`config.mk`:
```
export PLATFORM = sky130hd
export DESIGN_NAME = imem_ahb_arbiter
export DESIGN_NICKNAME = d
export VERILOG_FILES = /design/src/rtl/imem_ahb_arbiter.sv
export SDC_FILE = /design/constraint.sdc
export NUM_CORES = 1
export LEC_CHECK = 0
export CAP_MARGIN = 0
export CORE_ASPECT_RATIO = 0.9
export CORE_MARGIN = 5
export CORE_UTILIZATION = 34
export DETAILED_ROUTE_END_ITERATION = 12
export PLACE_DENSITY = 0.81
export SLEW_MARGIN = 10
export SYNTH_ARGS = -nofsm -noshare
export SYNTH_HDL_FRONTEND = slang
export SYNTH_SLANG_ARGS = --single-unit
```
`constraint.sdc`:
```
create_clock -name clk -period 4.56 [get_ports clk]
set_input_delay 0.912 -clock clk [delete_from_list [all_inputs] [get_ports clk]]
set_output_delay 0.912 -clock clk [all_outputs]
set_load 0.05 [all_outputs]
```
`src/rtl/imem_ahb_arbiter.sv`:
```
// Shares the single-port instruction RAM between the fetch port and the debug AHB-Lite slave.
// Debug normally wins the RAM slot; a starvation counter forces a fetch grant after STARVE_LIMIT denials.
module imem_ahb_arbiter #(
  parameter int IMEM_AW      = 10,
  parameter int STARVE_LIMIT = 4
) (
  input  logic               clk,
  input  logic               reset,
  input  logic               cpu_req,
  input  logic [IMEM_AW+1:0] cpu_addr,
  output logic               cpu_gnt,
  output logic               cpu_rvalid,
  output logic [31:0]        cpu_rdata,
  input  logic               imem_dbg_ahb_HSEL,
  input  logic [15:0]        imem_dbg_ahb_HADDR,
  input  logic [1:0]         imem_dbg_ahb_HTRANS,
  input  logic               imem_dbg_ahb_HWRITE,
  input  logic [2:0]         imem_dbg_ahb_HSIZE,
  input  logic               imem_dbg_ahb_HREADY,
  input  logic [31:0]        imem_dbg_ahb_HWDATA,
  output logic [31:0]        imem_dbg_ahb_HRDATA,
  output logic               imem_dbg_ahb_HREADYOUT,
  output logic               imem_dbg_ahb_HRESP,
  output logic               ram_en,
  output logic [3:0]         ram_we,
  output logic [IMEM_AW-1:0] ram_addr,
  output logic [31:0]        ram_wdata,
  input  logic [31:0]        ram_rdata
);

  localparam int             CW    = $clog2(STARVE_LIMIT + 1);
  localparam logic [CW-1:0]  LIMIT = CW'(STARVE_LIMIT);

  typedef enum logic [2:0] {IDLE, D_PEND, D_RDATA, ERR1, ERR2} state_t;

  state_t             r_state;
  state_t             w_next;
  logic [IMEM_AW+1:0] r_haddr;
  logic               r_hwrite;
  logic [2:0]         r_hsize;
  logic [CW-1:0]      r_starve_cnt;
  logic [31:0]        r_hrdata;
  logic               r_cpu_rvalid;

  logic               w_capture;
  logic               w_err;
  logic               w_dbg_win;
  logic               w_dbg_ram;
  logic               w_hreadyout;
  logic               w_hresp;
  logic               w_cpu_gnt;
  logic [3:0]         w_be;
  logic               w_unused;

  assign w_unused = ^{cpu_addr[1:0], imem_dbg_ahb_HTRANS[0]};

  // Decode of the transfer presented in the address phase.
  always_comb begin
    w_err = 1'b0;
    if (imem_dbg_ahb_HSIZE > 3'd2)
      w_err = 1'b1;
    else if (imem_dbg_ahb_HSIZE == 3'd1 && imem_dbg_ahb_HADDR[0])
      w_err = 1'b1;
    else if (imem_dbg_ahb_HSIZE == 3'd2 && imem_dbg_ahb_HADDR[1:0] != 2'b00)
      w_err = 1'b1;
    if ((imem_dbg_ahb_HADDR >> (IMEM_AW + 2)) != 16'd0)
      w_err = 1'b1;
  end

  always_comb begin
    case (r_hsize)
      3'd0:    w_be = 4'b0001 << r_haddr[1:0];
      3'd1:    w_be = 4'b0011 << {r_haddr[1], 1'b0};
      default: w_be = 4'b1111;
    endcase
  end

  // The fetch port only loses when debug holds the slot and is not yet starving the CPU.
  assign w_dbg_win = !(cpu_req && r_starve_cnt == LIMIT);

  // NOTE: every signal gets a default before the case so no path leaves one unassigned (no latches).
  always_comb begin
    w_next      = r_state;
    w_hreadyout = 1'b1;
    w_hresp     = 1'b0;
    w_dbg_ram   = 1'b0;
    case (r_state)
      IDLE: ;
      D_PEND: begin
        if (w_dbg_win) begin
          w_dbg_ram = 1'b1;
          if (!r_hwrite) begin
            w_hreadyout = 1'b0;
            w_next      = D_RDATA;
          end
        end else begin
          w_hreadyout = 1'b0;
        end
      end
      D_RDATA: ;
      ERR1: begin
        w_hresp     = 1'b1;
        w_hreadyout = 1'b0;
        w_next      = ERR2;
      end
      ERR2: w_hresp = 1'b1;
      default: w_next = IDLE;
    endcase
    // Any cycle that completes a data phase may also accept the next address phase.
    w_capture = imem_dbg_ahb_HSEL & imem_dbg_ahb_HREADY & imem_dbg_ahb_HTRANS[1] & w_hreadyout;
    if (w_capture)
      w_next = w_err ? ERR1 : D_PEND;
    else if (w_hreadyout)
      w_next = IDLE;
  end

  assign w_cpu_gnt = cpu_req & ~reset & ~(r_state == D_PEND && w_dbg_win);

  assign cpu_gnt    = w_cpu_gnt;
  assign cpu_rvalid = r_cpu_rvalid;
  assign cpu_rdata  = ram_rdata;

  assign ram_en    = w_cpu_gnt | w_dbg_ram;
  assign ram_we    = (w_dbg_ram && r_hwrite) ? w_be : 4'b0000;
  assign ram_addr  = w_cpu_gnt ? cpu_addr[IMEM_AW+1:2] : r_haddr[IMEM_AW+1:2];
  assign ram_wdata = imem_dbg_ahb_HWDATA;

  assign imem_dbg_ahb_HREADYOUT = w_hreadyout;
  assign imem_dbg_ahb_HRESP     = w_hresp;
  assign imem_dbg_ahb_HRDATA    = (r_state == D_RDATA) ? ram_rdata : r_hrdata;

  // NOTE: sequential state uses non-blocking assignments so every register samples pre-edge values.
  always_ff @(posedge clk or posedge reset) begin
    if (reset) begin
      r_state      <= IDLE;
      r_haddr      <= '0;
      r_hwrite     <= 1'b0;
      r_hsize      <= 3'd0;
      r_starve_cnt <= '0;
      r_hrdata     <= 32'd0;
      r_cpu_rvalid <= 1'b0;
    end else begin
      r_state      <= w_next;
      r_cpu_rvalid <= w_cpu_gnt;
      if (w_capture) begin
        r_haddr  <= imem_dbg_ahb_HADDR[IMEM_AW+1:0];
        r_hwrite <= imem_dbg_ahb_HWRITE;
        r_hsize  <= imem_dbg_ahb_HSIZE;
      end
      if (cpu_req && !w_cpu_gnt)
        r_starve_cnt <= (r_starve_cnt == LIMIT) ? r_starve_cnt : r_starve_cnt + 1'b1;
      else
        r_starve_cnt <= '0;
      if (r_state == D_RDATA)
        r_hrdata <= ram_rdata;
    end
  end

endmodule

```
==> metrics.md <==
| Metric | Value |
|---|---|
| Run status | `finished clean` |
| Crit end category | `output pin` |
| H-tree Lvls | `2` |
| Final wirelength | `slightly below 7 mm` |
| Beginning of the worst hold path | `r_hrdata[20]$_DFF_PP0_` |
| Initial cell density of the core | `approximately 34%` |
| DRC violations left | `0` |
| DP Area | `4020 µm²` |
| Buffers on Ports | `150` |
| Cell area after synthesis | `between 2000 and 3000 µm²` |
| TritonCTS sink count | `55` |
| Share of layout cells above drive strength 1 | `26.63%` |
| Vias per inst | `4.443` |
| Worst r2r src | `r_starve_cnt[0]$_DFFE_PP0P_` |
| CTS root buf | `clkbuf_8` |
| Post-synthesis cell count | `approximately 230` |
| Reg2reg end | `r_haddr[3]$_DFFE_PP0N_` |
| Row count | `32` |
| Count of final setup violators | `0` |
| Synth cell count leaders | `buf_4, dfrtp_1, mux2_2` |
| Synth async-reset ratio | `100.0%` |
| Post-CTS Setup Bufs | `0` |
| Max Freq | `between 200 and 300 MHz` |
| Multi-input logic area | `just under 1000 µm²` |
| Detailed Place HPWL | `between 5 and 6 mm` |
| CORE AREA | `roughly 8500 µm²` |
| Post-route cell area | `a little over 4000 µm²` |
| Max-capacitance violation count | `0` |
| Flop-to-flop setup slack | `roughly 2.5 ns` |
| Die height | `approximately 98 µm` |
| CTS tree | `done` |
| Number of flops mapped to enable cells by yosys | `0` |
| P&R area growth vs syn | `41.39%` |
| Vias in the first global route | `2068` |
| CP Class | `input pin to output pin` |
| Critical Path AT | `a little under 3 ns` |
| Final Max Tran Viols | `0` |
| Layout Nets | `427` |
| PwrDens | `between 400 and 500 nW/µm²` |
| Post-CTS sizing | `0` |
| Worst-Skew Late Latency | `approximately 0.30 ns` |
| Die area | `around 11000 µm²` |
| Bufs on Longest Clock Path | `2` |
| I/O pins | `around 220` |
| Total negative setup slack | `0 ns` |
| Unrepaired setup endpoints after global routing | `no` |
| CTS buffer count | `5` |
| Worst-path fanout max | `6` |
| Data required time of the worst path | `about 3.7 ns` |
| Hold Path Depth | `1` |
| Hold slack | `between 0.5 and 0.6 ns` |
| # diodes | `0` |
| Total GRT Usage | `between 10% and 20%` |
| Initial antenna violation count | `0` |
| Worst vdd ir | `0.0001696 V` |
| Dominant synthesized flop cell | `dfrtp_1` |
| Initial DRT Pass Iterations | `4` |
| Synth warn | `0` |
| Synth area leaders | `dfrtp_1, mux2_2, buf_4` |
| Crit share post-route | `85.19%` |
| Overflow after GRT | `0` |
| Sequential share of the synthesized area | `around 47%` |
| Die width | `about 110 µm` |
| Slew HR | `approximately 52%` |
| Synth area leader | `dfrtp_1` |
| Measured slew at the worst slew-check pin | `a little over 0.7 ns` |
| Hold path endpoint | `r_hrdata[20]$_DFF_PP0_` |
| Mean post-synth cell area | `between 10 and 15 µm²` |
| CTS clk-pin slew, worst paths | `around 0.090 ns` |
| Fill cell count | `764` |
| Minimum clock period | `3.885 ns` |
| Routed len/inst | `roughly 15 µm` |
| Cell variety after synth | `30` |
| Leak | `roughly 1.7 nW` |
| Syn nets | `338` |
| Initial DRC Count | `20` |
| Post-layout util | `between 40 and 50%` |
| Hold Fails Final Rpt | `0` |
| RePlAce Congestion | `~0.7` |
| Reg2Reg Depth | `6` |
| Final ANT Viol Nets | `0` |
| Via count | `between 1500 and 2000` |
| Largest net degree at the start of global routing | `57` |
| Post-synthesis register bit count | `between 50 and 60` |
| # hold bufs at CTS | `0` |
| Most numerous cell in the Yosys netlist | `buf_4` |
| Synth top area share | `between 40% and 50%` |
| Min-delay worst type | `flip-flop to flip-flop` |
| Clock skew | `0.008846 ns` |
| Register area | `1376 µm²` |
| Crit path launch type | `input pin` |
| First-pass GRT wire length | `between 10 and 15 mm` |
[worst max-delay path by stage]
stage                     startpoint           to  slack, ns  cells past startpoint
after detailed placement     cpu_req    ram_we[1]       0.69                      6
after global routing         cpu_req    ram_we[0]       0.48                      6
after CTS                    cpu_req    ram_we[1]       0.67                      6
after global placement       cpu_req    ram_we[0]       0.70                      6
final                        cpu_req    ram_we[1]       0.68                      6
after floorplan                reset  ram_addr[1]       0.44                      5
[area by class of cell]
| type | instances | share of cell area (%) |
|---|---|---|
| Timing Repair Buffer | 153 | 36.62 |
| Sequential cell | 55 | 33.40 |
| Multi-Input combinational cell | 102 | 23.47 |
| Tap cell | 119 | 3.614 |
| Clock buffer | 8 | 2.429 |
| Inverter | 5 | 0.4555 |
[logic make-up after synthesis]
family,Yosys count,share of synthesized area (%)
DFF,55,47.23
muxes,58,23.44
buffers and inverters,76,19.79
adders and majority gates,2,0.8586
and+or+nand+nor,23,4.552
AOI/OAI and AO/OA,19,4.122
[registers in the layout (all words and copies together) (netlist names)]
signal and cells:
cpu_rvalid 1, r_haddr 12, r_hrdata 32, r_hsize 3, r_hwrite 1, r_starve_cnt 3
r_state 3
[critical path: stages]
cell and delay, ns:
clkdlybuf4s50_1 0.47, and3_1 0.27, nor2_1 0.17, nand2_1 0.14
a21oi_1 0.17, clkdlybuf4s50_1 0.83
[layout by cell type, fill, tap and decap left out, drive strengths merged]
cell type      instances
dfrtp                 55
and2b                  1
o21bai                 2
nor3                   3
o211ai                 1
ha                     2
and4                   1
nor2b                  1
nand2b                 1
clkdlybuf4s50        139
clkbuf                 8
buf                   14
or3b                   1
o21ai                  7
nand2                  3
nor2                   6
a21oi                  5
inv                    5
mux2                  58
and3                   1
nor3b                  1
o32ai                  1
and2                   1
nand3                  2
a21o                   3
or4                    1
[routing by layer]
layer  part of all wire [%]  global-route usage (%)  vias up  wire length [µm]
met5                      0                       0        -                 0
met4                   0.44                   2.427        0                30
met3                     14                   5.486        4               936
met2                     47                   20.89      125              3220
met1                     39                   14.33      932              2642
li1                       -                       -      903                 -
[metrics by stage]
stage	std cells	power, mW	setup slack, ns
3_5_place_dp	434	1.611	0.6929
6_report	442	1.879	0.6753
2_1_floorplan	233	1.383	0.4449
5_1_grt	442	1.965	0.4799
3_3_place_gp	434	1.592	0.7003
4_1_cts	442	1.909	0.6705
[power by group]
part / internal, mW / total (mW) / switching, mW
logic: 0.365 / 0.949 / 0.584
clock network: 0.139 / 0.290 / 0.151
registers: 0.600 / 0.641 / 0.0405
total: 1.10 / 1.88 / 0.775
Power figures use the tool's default switching activity.
